File: src/rtl/avm_mport_arbiter.sv
// avm_mport_arbiter
// N-port round-robin arbiter in front of a single Avalon-MM command port.
// It handles single-beat transfers only. One registered command stage drives
// the controller. A read-tag FIFO sends returning read data, in order, back to
// the port that issued the read.
// Optional macro AVM_MPORT_ARB_PRIO0_EN: when defined, port 0 has absolute
// priority, and the round-robin covers only ports 1..N_PORTS-1.
module avm_mport_arbiter #(
  parameter int N_PORTS   = 2,
  parameter int ADDR_W    = 27,
  parameter int DATA_W    = 32,
  parameter int TAG_DEPTH = 8,
  localparam int BE_W     = DATA_W / 8,
  localparam int CNT_W    = $clog2(TAG_DEPTH) + 1
) (
  input  logic                        avm_clk,
  input  logic                        avm_rst_n,
  input  logic [N_PORTS-1:0]          s_read,
  input  logic [N_PORTS-1:0]          s_write,
  input  logic [N_PORTS*ADDR_W-1:0]   s_addr,
  input  logic [N_PORTS*DATA_W-1:0]   s_wdata,
  input  logic [N_PORTS*BE_W-1:0]     s_be,
  output logic [N_PORTS-1:0]          s_ready,
  output logic [N_PORTS-1:0]          s_rdata_valid,
  output logic [DATA_W-1:0]           s_rdata,
  input  logic                        m_ready,
  output logic                        m_read,
  output logic                        m_write,
  output logic                        m_burstbegin,
  output logic [ADDR_W-1:0]           m_addr,
  output logic [DATA_W-1:0]           m_wdata,
  output logic [BE_W-1:0]             m_be,
  output logic                        m_size,
  input  logic                        m_rdata_valid,
  input  logic [DATA_W-1:0]           m_rdata,
  output logic [CNT_W-1:0]            outstanding,
  output logic                        err_unexpected
);

  localparam int PTR_W = $clog2(TAG_DEPTH);
  localparam int IDX_W = (N_PORTS > 1) ? $clog2(N_PORTS) : 1;
  localparam logic [CNT_W-1:0] FULL_CNT = CNT_W'(TAG_DEPTH);
  localparam logic [IDX_W-1:0] LAST_IDX = IDX_W'(N_PORTS - 1);

  logic [ADDR_W-1:0]  addr_arr  [N_PORTS];
  logic [DATA_W-1:0]  wdata_arr [N_PORTS];
  logic [BE_W-1:0]    be_arr    [N_PORTS];

  logic [IDX_W-1:0]   rr_ptr;
  logic [IDX_W-1:0]   grant_idx;
  logic               found;
  logic               grant_ok;
  logic               grant_is_read;
  logic               cmd_free;
  logic               can_push;
  logic [N_PORTS-1:0] eligible;

  logic [IDX_W-1:0]   tag_mem [TAG_DEPTH];
  logic [PTR_W-1:0]   wr_ptr;
  logic [PTR_W-1:0]   rd_ptr;
  logic [CNT_W-1:0]   count;
  logic               fifo_empty;
  logic               do_push;
  logic               do_pop;
  logic [IDX_W-1:0]   head_idx;
  logic [N_PORTS-1:0] rvalid_next;

  // Split the flat per-port buses into arrays so that the granted port can be
  // selected with a single index.
  always_comb begin
    for (int i = 0; i < N_PORTS; i++) begin
      addr_arr[i]  = s_addr[i*ADDR_W +: ADDR_W];
      wdata_arr[i] = s_wdata[i*DATA_W +: DATA_W];
      be_arr[i]    = s_be[i*BE_W +: BE_W];
    end
  end

  // A read may claim a tag if a slot is free, or if a return frees one in the
  // same cycle.
  assign fifo_empty = (count == '0);
  assign can_push   = (count != FULL_CNT) || m_rdata_valid;
  assign cmd_free   = !(m_read || m_write) || m_ready;
  assign eligible   = s_write | (s_read & {N_PORTS{can_push}});

  // Scan for the first eligible port, starting at the round-robin pointer.
  // With the priority option, port 0 is pulled out of the rotation and always
  // overrides the scan.
  always_comb begin
    int j;
    logic [IDX_W-1:0] idx;
    logic pick;
    j = 0;
    idx = '0;
    pick = 1'b0;
    found = 1'b0;
    grant_idx = '0;
    for (int k = 0; k < N_PORTS; k++) begin
      j = int'(rr_ptr) + k;
      if (j >= N_PORTS) j = j - N_PORTS;
      idx = IDX_W'(j);
      pick = eligible[idx];
`ifdef AVM_MPORT_ARB_PRIO0_EN
      if (idx == '0) pick = 1'b0;
`endif
      if (!found && pick) begin
        found = 1'b1;
        grant_idx = idx;
      end
    end
`ifdef AVM_MPORT_ARB_PRIO0_EN
    if (eligible[0]) begin
      found = 1'b1;
      grant_idx = '0;
    end
`endif
  end

  assign grant_ok      = found && cmd_free && avm_rst_n;
  assign grant_is_read = s_read[grant_idx] && !s_write[grant_idx];
  assign do_push       = grant_ok && grant_is_read;
  assign do_pop        = m_rdata_valid && !fifo_empty;
  assign head_idx      = tag_mem[rd_ptr];

  // One-hot accept strobe back to the granted port.
  always_comb begin
    s_ready = '0;
    if (grant_ok) s_ready[grant_idx] = 1'b1;
  end

  // One-hot data-valid for the port that owns the head tag.
  always_comb begin
    rvalid_next = '0;
    if (do_pop) rvalid_next[head_idx] = 1'b1;
  end

  // The command stage loads on a grant. It holds while the controller stalls
  // and empties when a command is taken and no new grant replaces it.
  always_ff @(posedge avm_clk or negedge avm_rst_n) begin
    if (!avm_rst_n) begin
      m_read       <= 1'b0;
      m_write      <= 1'b0;
      m_burstbegin <= 1'b0;
      m_addr       <= '0;
      m_wdata      <= '0;
      m_be         <= '0;
    end else if (grant_ok) begin
      m_read       <= grant_is_read;
      m_write      <= s_write[grant_idx];
      m_burstbegin <= 1'b1;
      m_addr       <= addr_arr[grant_idx];
      m_wdata      <= wdata_arr[grant_idx];
      m_be         <= be_arr[grant_idx];
    end else if (m_ready) begin
      m_read       <= 1'b0;
      m_write      <= 1'b0;
      m_burstbegin <= 1'b0;
    end
  end

  // After a grant, the round-robin pointer moves to the port just past the
  // winner.
  always_ff @(posedge avm_clk or negedge avm_rst_n) begin
    if (!avm_rst_n) begin
      rr_ptr <= '0;
`ifdef AVM_MPORT_ARB_PRIO0_EN
    end else if (grant_ok && (grant_idx != '0)) begin
`else
    end else if (grant_ok) begin
`endif
      rr_ptr <= (grant_idx == LAST_IDX) ? '0 : grant_idx + 1'b1;
    end
  end

  // The tag storage needs no reset, because only entries between the
  // pointers are ever read.
  always_ff @(posedge avm_clk) begin
    if (do_push) tag_mem[wr_ptr] <= grant_idx;
  end

  // Tag FIFO pointers and occupancy. A push and a pop in the same cycle leave
  // the count unchanged.
  always_ff @(posedge avm_clk or negedge avm_rst_n) begin
    if (!avm_rst_n) begin
      wr_ptr <= '0;
      rd_ptr <= '0;
      count  <= '0;
    end else begin
      if (do_push) wr_ptr <= wr_ptr + 1'b1;
      if (do_pop)  rd_ptr <= rd_ptr + 1'b1;
      case ({do_push, do_pop})
        2'b10:   count <= count + 1'b1;
        2'b01:   count <= count - 1'b1;
        default: count <= count;
      endcase
    end
  end

  // Register the returned data toward the owning port, and latch any return
  // that arrives with no tag outstanding.
  always_ff @(posedge avm_clk or negedge avm_rst_n) begin
    if (!avm_rst_n) begin
      s_rdata_valid  <= '0;
      s_rdata        <= '0;
      err_unexpected <= 1'b0;
    end else begin
      s_rdata_valid <= rvalid_next;
      if (do_pop) s_rdata <= m_rdata;
      if (m_rdata_valid && fifo_empty) err_unexpected <= 1'b1;
    end
  end

  assign outstanding = count;
  assign m_size      = 1'b1;

endmodule

File: config.mk
export PLATFORM = sky130hd
export DESIGN_NAME = avm_mport_arbiter
export DESIGN_NICKNAME = d
export VERILOG_FILES = /design/src/rtl/avm_mport_arbiter.sv
export SDC_FILE = /design/constraint.sdc
export NUM_CORES = 1
export LEC_CHECK = 0
export ABC_AREA = 1
export CORE_UTILIZATION = 40
export CTS_CLUSTER_SIZE = 40
export DETAILED_ROUTE_END_ITERATION = 7
export GPL_ROUTABILITY_DRIVEN = 0
export GPL_TIMING_DRIVEN = 0
export PLACE_DENSITY = 0.81
export SYNTH_ARGS = -nofsm -noshare
export SYNTH_HDL_FRONTEND = slang
export SYNTH_SLANG_ARGS = --single-unit
File: constraint.sdc
create_clock -name avm_clk -period 2.8 [get_ports avm_clk]
set_input_delay 0.84 -clock avm_clk [delete_from_list [all_inputs] [get_ports avm_clk]]
set_output_delay 0.84 -clock avm_clk [all_outputs]
set_load 0.05 [all_outputs]
; Yosys cells after proc, flatten, opt, wreduce, memory -nomap -nowiden
; Memories as Yosys holds them, arrays and structs flattened.
; Cells that the tools add are included.
[op_classes]
addsub = 8
multipliers = 0
div_mod_pow = 0
n_lt_le_gt_ge = 9
n_eq_ne = 3
shift = 0
n_mux = 37
bitwise = 3
n_reduce_logical = 19
[ops]
columns = cell, count
row1 = 32-bit 2-to-1 mux, 3
row2 = 27-bit 2-to-1 mux, 3
row3 = 1-bit 2-to-1 mux, 23
row4 = 4-bit 2-to-1 mux, 3
row5 = 1-bit logical AND, 9
row6 = "1-bit by 2-bit < comparator with 1-bit output, second input constant", 4
row7 = 4-bit case mux with 2 select lines, 1
row8 = "3-bit by 1-bit adder with 3-bit output, second input constant", 2
row9 = "4-bit by 1-bit adder with 4-bit output, second input constant", 1
row10 = "2-bit greater-or-equal comparator, second input constant", 2
row11 = 1-bit zero test, 4
row12 = 4-bit zero test, 1
row13 = 2-bit 2-to-1 mux, 2
row14 = "4-bit inequality test, second input constant", 1
row15 = 2-bit nonzero test, 2
row16 = "4-bit by 1-bit subtractor with 4-bit output, second input constant", 1
row17 = 1-bit logical OR, 3
row18 = "1-bit by 1-bit adder with 2-bit output, second input constant", 1
row19 = 2-bit AND, 1
row20 = 1-bit demux with 1-bit select, 2
row21 = "2-bit by 1-bit equality test with 1-bit output, second input constant", 1
row22 = "2-bit equality test, second input constant", 1
row23 = "1-bit greater-or-equal comparator, second input constant", 2
row24 = "1-bit by 2-bit greater-or-equal comparator with 1-bit output, second input constant", 1
row25 = other kinds (4), 5
[totals]
regBits = 112
latch_bits = 0
mem_bits_rw = 8
rom_bits = 0
input_bits = 166
out_inout_bits = 108
word_cells = 93
mem_count = 1
[memory_table]
columns = name, words, word_bits, rd, rd_clocked_by_memory_dff, wr, line_no
row1 = tag_mem, 8, 1, 1, 0, 1, 58  ; logic [IDX_W-1:0] tag_mem [TAG_DEPTH];

; Depth between registers and ports, before layout
[depth]
word_depth = 17
depth_mapped = 18
mapped_depth_nobuf = 17

; Worst setup path before layout
; Ideal clock, no wire load.
[synth_timing]
path_type = input to register
startpoint = input m_rdata_valid
endpoint = register count[2] (netlist: outstanding[2])
arrival_time_ns = 2.669
t_required_ns = 2.672
setup_slack_ns = 0.002
path_stages = 15
cell_sequence = nor2_1 -> nand3_2 -> nand2_1 -> nand2_2 -> nand2_1 -> nand2_1 -> nand2_1 -> nand3_1 -> buf_4 -> ha_1 -> xor2_1 -> ha_1 -> a21oi_1 -> xnor2_1 -> o21ai_0
[synth_via]
elab_chain_len = 16
word_cells_on_any_way = 27
[synth_lines]
columns = item, line_no
row1 = from (decl), 34  ; input logic m_rdata_valid,
row2 = 1-bit logical OR, 81  ; assign can_push = (count != FULL_CNT) || m_rdata_valid;
row3 = 2-bit AND, 83  ; assign eligible = s_write | (s_read & {N_PORTS{can_push}});
row4 = 2-bit bitwise OR, 83
row5 = 1-bit 2-to-1 mux (implied by the code) (2 in a row), 101  ; pick = eligible[idx];
row6 = 1-bit 2-to-1 mux, 105  ; if (!found && pick) begin
row7 = 1-bit zero test, 105
row8 = 1-bit logical AND, 105
row9 = 1-bit 2-to-1 mux, 105
row10 = 1-bit 2-to-1 mux (implied by the code) (2 in a row), 119  ; assign grant_is_read = s_read[grant_idx] && !s_write[grant_idx];
row11 = 1-bit zero test, 119
row12 = 1-bit logical AND, 119
row13 = 1-bit logical AND, 120  ; assign do_push = grant_ok && grant_is_read;
row14 = 2-bit by 1-bit equality test with 1-bit output or 2-bit equality test (tied branches), 190  ; case ({do_push, do_pop})
row15 = 4-bit case mux with 2 select lines or 2-bit nonzero test (tied branches), --
row16 = to (signal assigned), 191  ; 2'b10: count <= count + 1'b1;
row17 = to (signal assigned), 192  ; 2'b01: count <= count - 1'b1;
row18 = to (signal assigned), 193  ; default: count <= count;
row19 = to (decl), 61  ; logic [CNT_W-1:0] count;
; Parallel ways exist; a longest one is shown, timed or not. The select of a mux whose other input is x is not followed.
; A chain may end at the register's enable or synchronous reset.

; Worst setup path in the final report
[layout_timing]
startpoint = input avm_rst_n
endpoint = output s_ready[1]
[layout_via]
elab_chain_len = 2
[layout_lines]
columns = item, line_no
row1 = from (decl), 17  ; input logic avm_rst_n,
row2 = 1-bit logical AND, 118  ; assign grant_ok = found && cmd_free && avm_rst_n;
row3 = 2-bit 2-to-1 mux, 127  ; if (grant_ok) s_ready[grant_idx] = 1'b1;
row4 = to (decl), 23  ; output logic [N_PORTS-1:0] s_ready,
; No other way between the ends.

==> results.cfg <==
[finish]
stdcell_count = 1110
nFillCells = 1004
antennaDiodeCount = 0
fin_nets = 1096
seq_area_um2 = 3040
multi_input_area_um2 = 2020
utilization_pct = 71.3
syn_to_final_growth_pct = 72.5
drive_gt1_share_pct = 10.7

[sta]
fmax_mhz = 365
period_share_pct = 97.8
period_minus_slack_ps = 2740
tns_ps = 0
worst_slack_ps = 61.7
setup_viol = 0
drv_slew = 0
finalHoldViolations = 0
relSlewSlack_pct = 61.0
tightest_slew_ps = 583
holdWs_ps = 238
skew_ps = 6.90

[cts]
hold_buffers = 0
htree_levels = 4
cts.clk_slew.worst_paths_ps = 50
clockBufferDepth = 2
cts_num_sinks = 120
cts_tree = built
numCtsBuffers = 17
root_buffer = clkbuf_16
worstSkewPairLatency_ps = 410

[critical_path]
reg2reg_depth = 16
critPathMaxFanout = 18
worstPathArrival_ps = 1900
critPathLaunch = avm_rst_n
reg2reg_from = outstanding[1]
endpoint_kind = output pin
start_kind = input pin
critPathRequiredTime_ps = 1960
critPathKind = in -> out

[min_path]
hold_class = in -> async

[drt]
first_pass_iters = 4
routed_wl_mm = 17.2
route.top_layer_used = met4
met1Wirelength_mm = 6.50
routed_via_density = 4.79
avgRoutedWirePerCell_um = 15.5
drc = 0
met2WireLength_mm = 8.77
drtIter0Drc = 230
route.met3.wl_mm = 1.49
vias = 5312
ant_nets = 0

[global_route]
antenna_found_initial = 0
grt_max_degree = 50
grt_overflow_total = 0
grt_pass1_wl_mm = 26.1
grt_pass1_vias = 5336
track_usage_pct = 25.9

[yosys]
syn_area_um2 = 5260
syn-instance-count = 613
avgSynthCellArea_um2 = 8.58
ys_ff_latch = 120
syn_nets = 784
ys_types = 31
yosysSeqAreaShare_pct = 57.9
yosysWarnings = 0

[floorplan]
die_area_um2 = 13600
start_util_pct = 41.3
core_area_um2 = 12700
die_y_um = 117
io_pins = 274
die_w_um = 117
rows = 41

[power_and_ir_drop]
power_density_nw_per_um2 = 1120
static-leakage-power_nw = 4.19
ir_worst_vdd_mv = 0.522

[placed_design]
dp.cells = 1058
hpwl_mm = 11.9
dp_slack_ps = -1350
port_buffers = 272

[flow_run]
maxCapViolations = 0

[status]
outcome = completed
repair_timing:
item	4_1_cts	5_1_grt
pin swaps	10	8
gates resized for setup	44	14
endpoints found under the setup margin	5	4
buffers inserted	13	5
gates cloned	3	0
cells in the final DEF (no fill, tap or decap), types with 2 or more instances in the layout:
master / n
buf_4: 31
edfxtp_1: 8
nor2_4: 3
nand2_2: 4
buf_2: 4
xor2_1: 5
buf_6: 6
clkdlybuf4s50_1: 263
a21oi_1: 3
nand2_1: 308
nand3_2: 2
dlygate4sd2_1: 4
bufbuf_16: 3
nor2_2: 3
ha_1: 4
mux2i_1: 2
nand3_1: 72
nor2_1: 14
buf_8: 2
o21ai_0: 5
clkbuf_16: 17
nand2_4: 3
clkbuf_1: 10
dfrtp_1: 112
a21oi_2: 2
o21ai_1: 2
clkinvlp_4: 4
clkinv_2: 5
nand4_1: 3
inv_2: 2
o22ai_1: 2
xnor2_1: 3
inv_1: 12
buf_1: 2
metrics by stage:
stage | power [W] | instance area [µm²]
final | 0.0102 | 9070
after global routing | 0.0107 | 9070
after floorplan | 0.00610 | 5260
after global placement | 0.00796 | 8200
after detailed placement | 0.00804 | 8220
after CTS | 0.0102 | 9010
layer usage:
metal / vias to the layer above / track usage [%]
met5: - / 0
met4: 0 / 10.7
met3: 44 / 9.29
met2: 224 / 45.6
met1: 2484 / 28.2
li1: 2560 / -
power breakdown:
part	switching, W	internal [W]	total [W]
clock	0.000752	0.00121	0.00196
sequential	0.000420	0.00241	0.00283
combinational	0.00352	0.00186	0.00538
total	0.00469	0.00548	0.0102
cell usage after synthesis:
cell type,n,area [µm²]
a21oi_1,5,25.0
and2_1,1,6.26
buf_1,2,7.51
buf_2,4,20.0
buf_4,15,113
buf_6,4,45.0
clkbuf_1,4,15.0
clkinv_1,1,3.75
conb_1,1,3.75
dfrtp_1,112,2800
edfxtp_1,8,240
ha_1,5,62.6
inv_1,14,52.6
inv_2,1,3.75
inv_4,1,6.26
mux2i_1,2,20.0
nand2_1,313,1170
nand2_2,3,18.8
nand3_1,73,365
nand3_2,1,10.0
nand4_1,3,18.8
nor2_1,16,60.1
nor2_2,3,18.8
nor2_4,1,11.3
nor2_8,1,20.0
o211ai_1,1,7.51
o21ai_0,7,35.0
o21bai_1,1,7.51
o22ai_1,2,12.5
xnor2_1,3,26.3
xor2_1,5,43.8
worst max-delay path, stage by stage:
cell and delay [ps]:
buf_12 150, buf_16 160, o211ai_1 180, buf_4 190, nor2_4 110, buf_6 120, buf_8 140
layout make-up:
class / instances / area share (%)
inverters: 17 / 0.855
flip-flops and latches: 120 / 33.5
multi-input cells: 447 / 22.3
plain buffers: 28 / 2.23
clock buffers: 23 / 4.94
clock inverters: 9 / 0.855
repair buffers: 294 / 32.9
well taps: 172 / 2.37
kinds of logic after synthesis:
group	synth area share, %
compound gates	1.67
fa+ha+maj	1.19
simple gates	32.4
other cells	0.0713
mux	0.381
flops	57.9
buf+inv	5.07
xor+xnor	1.33
final timing paths:
kind / endpoint / slack [ps]
setup reg to reg: outstanding[2] / 180
setup / recovery: s_ready[1] / 60
min in group avm_clk: s_rdata[15] / 480
hold / removal: s_rdata[26] / 240
max in group asynchronous: m_addr[13] / 1950
hold reg to reg: s_rdata[15] / 480
registers in the layout, summed over array words and instances, names as in the netlist:
register	cells
m_wdata	32
s_rdata_valid	2
wr_ptr	3
m_burstbegin	1
tag_mem	8
s_rdata	32
m_write	1
m_read	1
m_addr	27
rr_ptr	1
outstanding	4
rd_ptr	3
m_be	4
err_unexpected	1
Power figures use the tool's default switching activity.
